File: src/rtl/counter_n.sv
// Parametrised modulo-LAST counter with load, clear and a registered wrap pulse.
// Define COUNTER_N_DECREMENT_EN to enable the count-down path and its down-wrap.
module counter_n #(
    parameter int              WIDTH = 16,
    parameter logic [WIDTH-1:0] LAST = {WIDTH{1'b1}}
) (
    input  logic             clock,
    input  logic             reset,
    input  logic             clear,
    input  logic             load,
    input  logic [WIDTH-1:0] in,
    input  logic             increment,
    input  logic             decrement,
    output logic [WIDTH-1:0] out,
    output logic             at_last,
    output logic             wrap
);

    logic [WIDTH-1:0] out_p0;
    logic             wrap_p0;

    // A load value beyond the terminal count saturates to LAST.
    function automatic logic [WIDTH-1:0] sat_load(input logic [WIDTH-1:0] v);
        return (v > LAST) ? LAST : v;
    endfunction

    assign at_last = (out == LAST);

`ifndef COUNTER_N_DECREMENT_EN
    logic unused_decrement;
    assign unused_decrement = decrement;
`endif

    always_comb begin
        out_p0  = out;
        wrap_p0 = 1'b0;
        if (clear) begin
            out_p0 = '0;
        end else if (load) begin
            out_p0 = sat_load(in);
`ifdef COUNTER_N_DECREMENT_EN
        end else if (increment && decrement) begin
            out_p0 = out;
`endif
        end else if (increment) begin
            if (at_last) begin
                out_p0  = '0;
                wrap_p0 = 1'b1;
            end else begin
                out_p0 = out + WIDTH'(1);
            end
`ifdef COUNTER_N_DECREMENT_EN
        end else if (decrement) begin
            if (out == '0) begin
                out_p0  = LAST;
                wrap_p0 = 1'b1;
            end else begin
                out_p0 = out - WIDTH'(1);
            end
`endif
        end
    end

    // Stage p0 -> registered outputs
    always_ff @(posedge clock or posedge reset) begin
        if (reset) begin
            out  <= '0;
            wrap <= 1'b0;
        end else begin
            out  <= out_p0;
            wrap <= wrap_p0;
        end
    end

endmodule

File: config.mk
export PLATFORM = sky130hd
export DESIGN_NAME = counter_n
export DESIGN_NICKNAME = d
export VERILOG_FILES = /design/src/rtl/counter_n.sv
export SDC_FILE = /design/constraint.sdc
export NUM_CORES = 1
export LEC_CHECK = 0
export CAP_MARGIN = 10
export CORE_MARGIN = 4
export CORE_UTILIZATION = 40
export DETAILED_ROUTE_END_ITERATION = 7
export PLACE_DENSITY = 0.73
export REMOVE_ABC_BUFFERS = 1
export SLEW_MARGIN = 40
export SYNTH_ARGS = -nofsm -noshare
export SYNTH_HDL_FRONTEND = slang
export SYNTH_SLANG_ARGS = --single-unit
export TNS_END_PERCENT = 20
File: constraint.sdc
create_clock -name clock -period 1.9 [get_ports clock]
set_clock_uncertainty 0.15 [all_clocks]
set_input_delay 0.19 -clock clock [delete_from_list [all_inputs] [get_ports clock]]
set_output_delay 0.19 -clock clock [all_outputs]
set_load 0.01 [all_outputs]
# After elaboration in Yosys (flattened, before gate mapping)
# Cells that the tools add are included.
dict set report op_classes {
  addsub 1
  n_eq_ne 1
  n_div 0
  n_shift 0
  n_reduce_logical 1
  mux 9
  multipliers 0
  n_bitwise 0
  order_cmp 1
}
# operator n
set op_table {}
lappend op_table {{two-way mux 16 bit} 5}
lappend op_table {{adder 16 x 1 -> 16 bit, second input constant} 1}
lappend op_table {{equality test 16 bit, second input constant} 1}
lappend op_table {{> comparator 16 bit, second input constant} 1}
lappend op_table {{two-way mux 1 bit} 4}
lappend op_table {{nonzero test 3 bit} 1}
dict set report totals {
  mem_bits_ro 0
  out_inout_bits 18
  elab_cells 15
  reg_bits 17
  memories 0
  mem_bits_rw 0
  in_bits 22
  latch_bits 0
}

# Depth between registers and ports, before layout
dict set report depth {
  ltp_word 5
  depth_mapped 6
}

# Least setup slack after synthesis
# Ideal clock, no wire load.
dict set report synth_timing {
  path_type {register to register}
  startpoint {register out[0]}
  endpoint {register out[15]}
  n_path_buf 0
  arrival_time_ns 1.578
  setup_slack_ns 0.057
  stages_incl_launch_ff 6
  path_cell_list {dfrtp_1 > ha_1 > and4_4 > nand4_1 > nand3_2 > o311ai_0}
}
dict set report synth_via {
  elab_chain_cells 5
}
# item line_no
set synth_lines {}
lappend synth_lines {{from (decl)} 14} ;# output logic [WIDTH-1:0] out,
lappend synth_lines {{from (signal assigned)} 70} ;# out <= out_p0;
lappend synth_lines {{adder 16 x 1 -> 16 bit or equality test 16 bit (tied branches)} {50, 27}}
lappend synth_lines {{two-way mux 16 bit (*)} 46} ;# if (at_last) begin
lappend synth_lines {{two-way mux 16 bit (*)} 45} ;# end else if (increment) begin
lappend synth_lines {{two-way mux 16 bit (*)} 39} ;# end else if (load) begin
lappend synth_lines {{two-way mux 16 bit (*)} 37} ;# if (clear) begin
# Mark *: on every way between the ends. The rest lies on a longest branch, timed or not. The select of a mux whose other input is x is not followed.
# A chain may end at the register's enable or synchronous reset.

# Final worst setup path
# Same ends and word-level chain as after synthesis.

==> results.yml <==
clock_network:
  cts_tree: "yes"
  ctsHoldBuffers: 0
  clkTransAtPathRegs_ps: 110
  clkSinkCount: 17
  cts_buffers: 3
  clockRootBuffer: "clkbuf_4"
  htreeDepth: 1
  clk_latency_ps: 300
  cts_buffer_depth: 2
synthesis:
  synthCells: 130
  synth_area_um2: 1122
  synth_cell_types: 36
  avgSynthCellArea_um2: 8.633
  yosys_warnings: 0
  ys_seq_area_frac: 0.3790
  ys_seq_elements: 17
floorplan:
  die_height_um: 60.97
  fp.dieW_um: 60.97
  rows: 18
  die-area_um2: 3717
  coreArea_um2: 2567
  initial_core_util: 0.4371
  io_pins: 40
setup_path:
  startpoint_type: "flip-flop"
  crit_required_ps: 1960
  arrival_ps: 1870
  end_kind: "flip-flop"
  crit_type: "flip-flop to flip-flop"
  crit_start: "out[0]$_DFFE_PP0P_"
  worstReg2RegStart: "out[0]$_DFFE_PP0P_"
  crit_path_max_fanout: 6
placement:
  portBuffers: 38
  dp_hpwl_mm: 2.824
  pre_cts_ws_ps: 37.08
  dp.cells: 218
  place_congestion: 0.8806
outcome:
  status: "finished, final reports clean"
timing:
  fin_crit_ps: 1809
  rsz0062_at_grt: "true"
  fin_ws_ps: 90.59
  post-route-period-util: 0.9523
  worstMarginPinSlew_ps: 656.1
  hold_viol: 0
  final_max_slew_viol_count: 0
  slew_headroom: 0.5621
  max_freq_mhz: 552.7
  setup_viol: 0
routing:
  wl_per_cell_um: 16.53
  routed_via_density: 5.825
  via_count: 1299
  first_pass_iters: 4
  wirelength_mm: 3.686
  ant_nets: 0
  post-route-drc-count: 0
  drtIter0Drc: 49
final_layout:
  fin_nets: 217
  fill_cells: 255
  seqCellArea_um2: 425.4
  drive_above_1_share: 0.2124
  final_cell_mix: "37 x clkdlybuf4s50_1, 27 x buf_4, 17 x dfrtp_1, 11 x a21oi_1, 11 x nand2_1"
  final_common_cell: "clkdlybuf4s50_1"
  finalNonFillerCells: 223
  area_delta_synth_final_pct: 54.85
  antenna_cells: 0
  multi_input_area_um2: 646.9
global_routing:
  met3_usage: 0.02979
  grt.met2_usage: 0.3893
  grt_pass1_vias: 1327
  grt_max_degree: 18
  use_met1: 0.2852
  busiest_layer: "met2"
  antenna_found_initial: 0
  grt_overflow: 0
  grt_pass1_wl_mm: 6.085
  grt_usage: 0.2190
run:
  cap_violations: 0
hold_path:
  min_path_type: "primary input to asynchronous set/reset pin"
power:
  power_density_nw_per_um2: 491.1
  ir_worst_vdd_mv: 0.3038
  leakage_nw: 0.7341
-- state kept, by name (all words and copies together) (netlist names) --
register  cells
wrap          1
out          16
-- routing by layer --
metal	vias to the layer above	wire, µm
met4	0	11
li1	615	-
met3	2	296
met2	64	1834
met1	618	1543
met5	-	0
-- through the flow --
stage | utilization | cell area, µm² | total power [mW] | hold WS (ps) | TNS [ps]
final | 0.6769 | 1738 | 0.8536 | 118.8 | 0
after global routing | 0.6769 | 1738 | 0.8909 | 200.4 | -25.24
after CTS | 0.6784 | 1742 | 0.8508 | 152.8 | 0
after detailed placement | 0.6642 | 1705 | 0.6522 | 474.0 | 0
after global placement | 0.6642 | 1705 | 0.6456 | 456.9 | 0
after floorplan | - | 1092 | 0.4883 | -33.93 | 0
-- path summary, 6_finish.rpt --
path / to / depth (start not counted) / slack [ps]
max in group asynchronous: out[10]$_DFFE_PP0P_ / 2 / 1060
worst min-delay path: out[0]$_DFFE_PP0P_ / 2 / 120
worst min register to register: out[8]$_DFFE_PP0P_ / 2 / 490
worst max-delay path: out[15]$_DFFE_PP0P_ / 6 / 90
min in group clock: out[0]$_DFFE_PP0P_ / 3 / 310
worst max register to register: out[15]$_DFFE_PP0P_ / 6 / 90
-- where the power goes --
group | internal (mW) | switching (mW)
Sequential | 0.382 | 0.0141
Combinational | 0.140 | 0.114
Clock | 0.0784 | 0.125
-- cell usage after synthesis, drive strengths merged --
| library cell | number | share of area |
|---|---|---|
| dfrtp | 17 | 0.38 |
| a21oi | 11 | 0.049 |
| and3 | 11 | 0.064 |
| nand2 | 11 | 0.037 |
| nor2 | 10 | 0.033 |
| nand3 | 7 | 0.047 |
| nand4 | 7 | 0.039 |
| o22ai | 7 | 0.039 |
| inv | 6 | 0.020 |
| xnor2 | 6 | 0.047 |
| clkbuf | 5 | 0.017 |
| and4 | 4 | 0.033 |
| nor3 | 3 | 0.013 |
| xor2 | 3 | 0.023 |
| a221oi | 2 | 0.016 |
| nor3b | 2 | 0.013 |
| o21ai | 2 | 0.0089 |
| o311ai | 2 | 0.016 |
| a211oi | 1 | 0.0067 |
| a311oi | 1 | 0.0078 |
| buf | 1 | 0.010 |
| ha | 1 | 0.011 |
| mux2i | 1 | 0.0089 |
| nand3b | 1 | 0.0067 |
| nand4b | 1 | 0.0078 |
| nor4 | 1 | 0.0056 |
| o211ai | 1 | 0.0067 |
| o21bai | 1 | 0.0067 |
| o31a | 1 | 0.0089 |
| or2 | 1 | 0.0056 |
| or3 | 1 | 0.0056 |
| or3b | 1 | 0.0078 |
-- worst max-delay path, cell delays in order, from the launching register on --
cell,delay (ps)
dfrtp_1,410
ha_2,200
and4_4,210
buf_4,140
nand4_1,120
nand3_2,190
o311ai_1,300
-- final cells by class --
class | instances | share of cell area
clock buffer | 3 | 0.01296
clock inverter | 1 | 0.002880
inverter | 6 | 0.01296
multi-input combinational | 101 | 0.3722
sequential | 17 | 0.2448
tap | 30 | 0.02160
timing repair buffer | 65 | 0.3326
-- repair_timing --
| action | in CTS | in global routing |
|---|---|---|
| endpoints found under the setup margin | 1 | 6 |
| setup buffers | 1 | 0 |
| pin swaps | 0 | 1 |
| gates cloned | 0 | 0 |
| resized for setup | 3 | 4 |
-- kinds of logic (layout without fill, tap and decap cells) --
kind of cell               after synthesis  after routing  synth area share
buffers and inverters                   12             75           0.04682
and+or+nand+nor                         61             61            0.3188
adders and majority gates                1              1           0.01115
muxes                                    1              1          0.008919
xor gates and xnor gates                 9              9           0.07024
AOI/OAI and AO/OA                       29             29            0.1650
DFF                                     17             17            0.3790
Note: power is estimated with default switching activity, not from simulation.
==> variant, RTL diff (same flow settings) <==
Add a define of `COUNTER_N_DECREMENT_EN`.
--- a/src/rtl/counter_n.sv
+++ b/src/rtl/counter_n.sv
@@ -1,5 +1,7 @@
 // Parametrised modulo-LAST counter with load, clear and a registered wrap pulse.
 // Define COUNTER_N_DECREMENT_EN to enable the count-down path and its down-wrap.
+`define COUNTER_N_DECREMENT_EN
+
 module counter_n #(
     parameter int              WIDTH = 16,
     parameter logic [WIDTH-1:0] LAST = {WIDTH{1'b1}}
Formal check against the unedited RTL: not equivalent (a bounded check fails within 4 cycles, from zero or initial values and one cycle with reset high).
==> variant against the unedited design <==
- highest routed layer unchanged
- power grew 79%
- sequential cell count is the same
- fmax shrank 10%
- the flow now finishes with violations (negative setup slack)
- cell area grew 68%
- setup slack lost 0.21 ns
- die area grew 48%
- routed wire length grew 72%
- area after synthesis grew 57%
==> variant: results (changes against the unedited design) <==
- Worst Tran Pin Value: 0.453 ns (was 0.656 ns)
- GR met2 Demand/Resource: 39.5% (was 38.9%)
- Setup crit end: out[13] (was out[15])
- Final setup margin: -0.116 ns (was 0.0906 ns)
- Worst r2r path cells: 8 (was 6)
- Origin of the critical flop-to-flop path: out[1] (was out[0])
- Post-synthesis compound-gate area fraction: 26.9% (was 16.5%)
- Status: finished, violations left (was complete, no violations)
- First-pass GRT wire length: 10300 um (was 6090 um)
- Met3 usage: 5.00% (was 2.98%)
- FFs & Latches: 17 (unchanged)
- Part of the power in the clock network: 19.1% (was 23.9%)
- Leak: 1.18 nW (was 0.734 nW)
- Metal3 WL: 461 um (was 296 um)
- Routed wire length: 6330 um (was 3690 um)
- Vias after detailed routing: 2139 (was 1299)
- Number of endpoints failing setup at the final stage: 13 (was 0)
- NetSw: 0.556 mW (was 0.253 mW)
- Failing checks: negative setup slack
- Iter 0 DRT Violations: 206 (was 49)
- Hpwl dp: 4400 um (was 2820 um)
- Fraction of area in multi-input gates: 46.2% (was 37.2%)
- Routed met2 length: 3110 um (was 1830 um)
- Met1 Use GR: 31.8% (was 28.5%)
- Synth top cells by count: dfrtp_1, nand2_1, nand4_1 (was dfrtp_1, a21oi_1, nand2_1)
- Library cells used by synthesis: 60 (was 36)
- PortBufs: 39 (was 38)
==> variant: cell count changes in the layout (fill, tap and decap cells not counted), moves of 6 or more <==
cell	unedited run	this run
nand4_1	7	14
o22ai_1	7	1
a22oi_1	0	7
and3_1	9	3
buf_6	0	10
buf_4	27	62
nor2b_1	0	6
==> variant: worst min-delay path by stage <==
stage	depth (start not counted)	to	start	slack, ns
after floorplan	1	out[0]	reset	-0.03
after global placement	3	out[13]	reset	0.38
after detailed placement	3	out[13]	reset	0.39
after CTS	3	out[13]	reset	0.11
after global routing	3	out[13]	reset	0.13
final	3	out[13]	reset	0.1
==> variant: timing repair <==
item                       in CTS  in global routing
hold buffers                    0                  0
gates resized for setup        28                 20
setup buffers                   4                  8
setup endpoints to repair      15                 17
pin swaps                      10                 15
==> variant: per-stage QoR <==
stage               instance area [sq um]  setup WS, ns
global route                         2930        -0.226
floorplan                            1660        -0.427
finish                               2930        -0.116
detailed placement                   2600        -0.241
global placement                     2600        -0.228
CTS                                  2790        -0.102
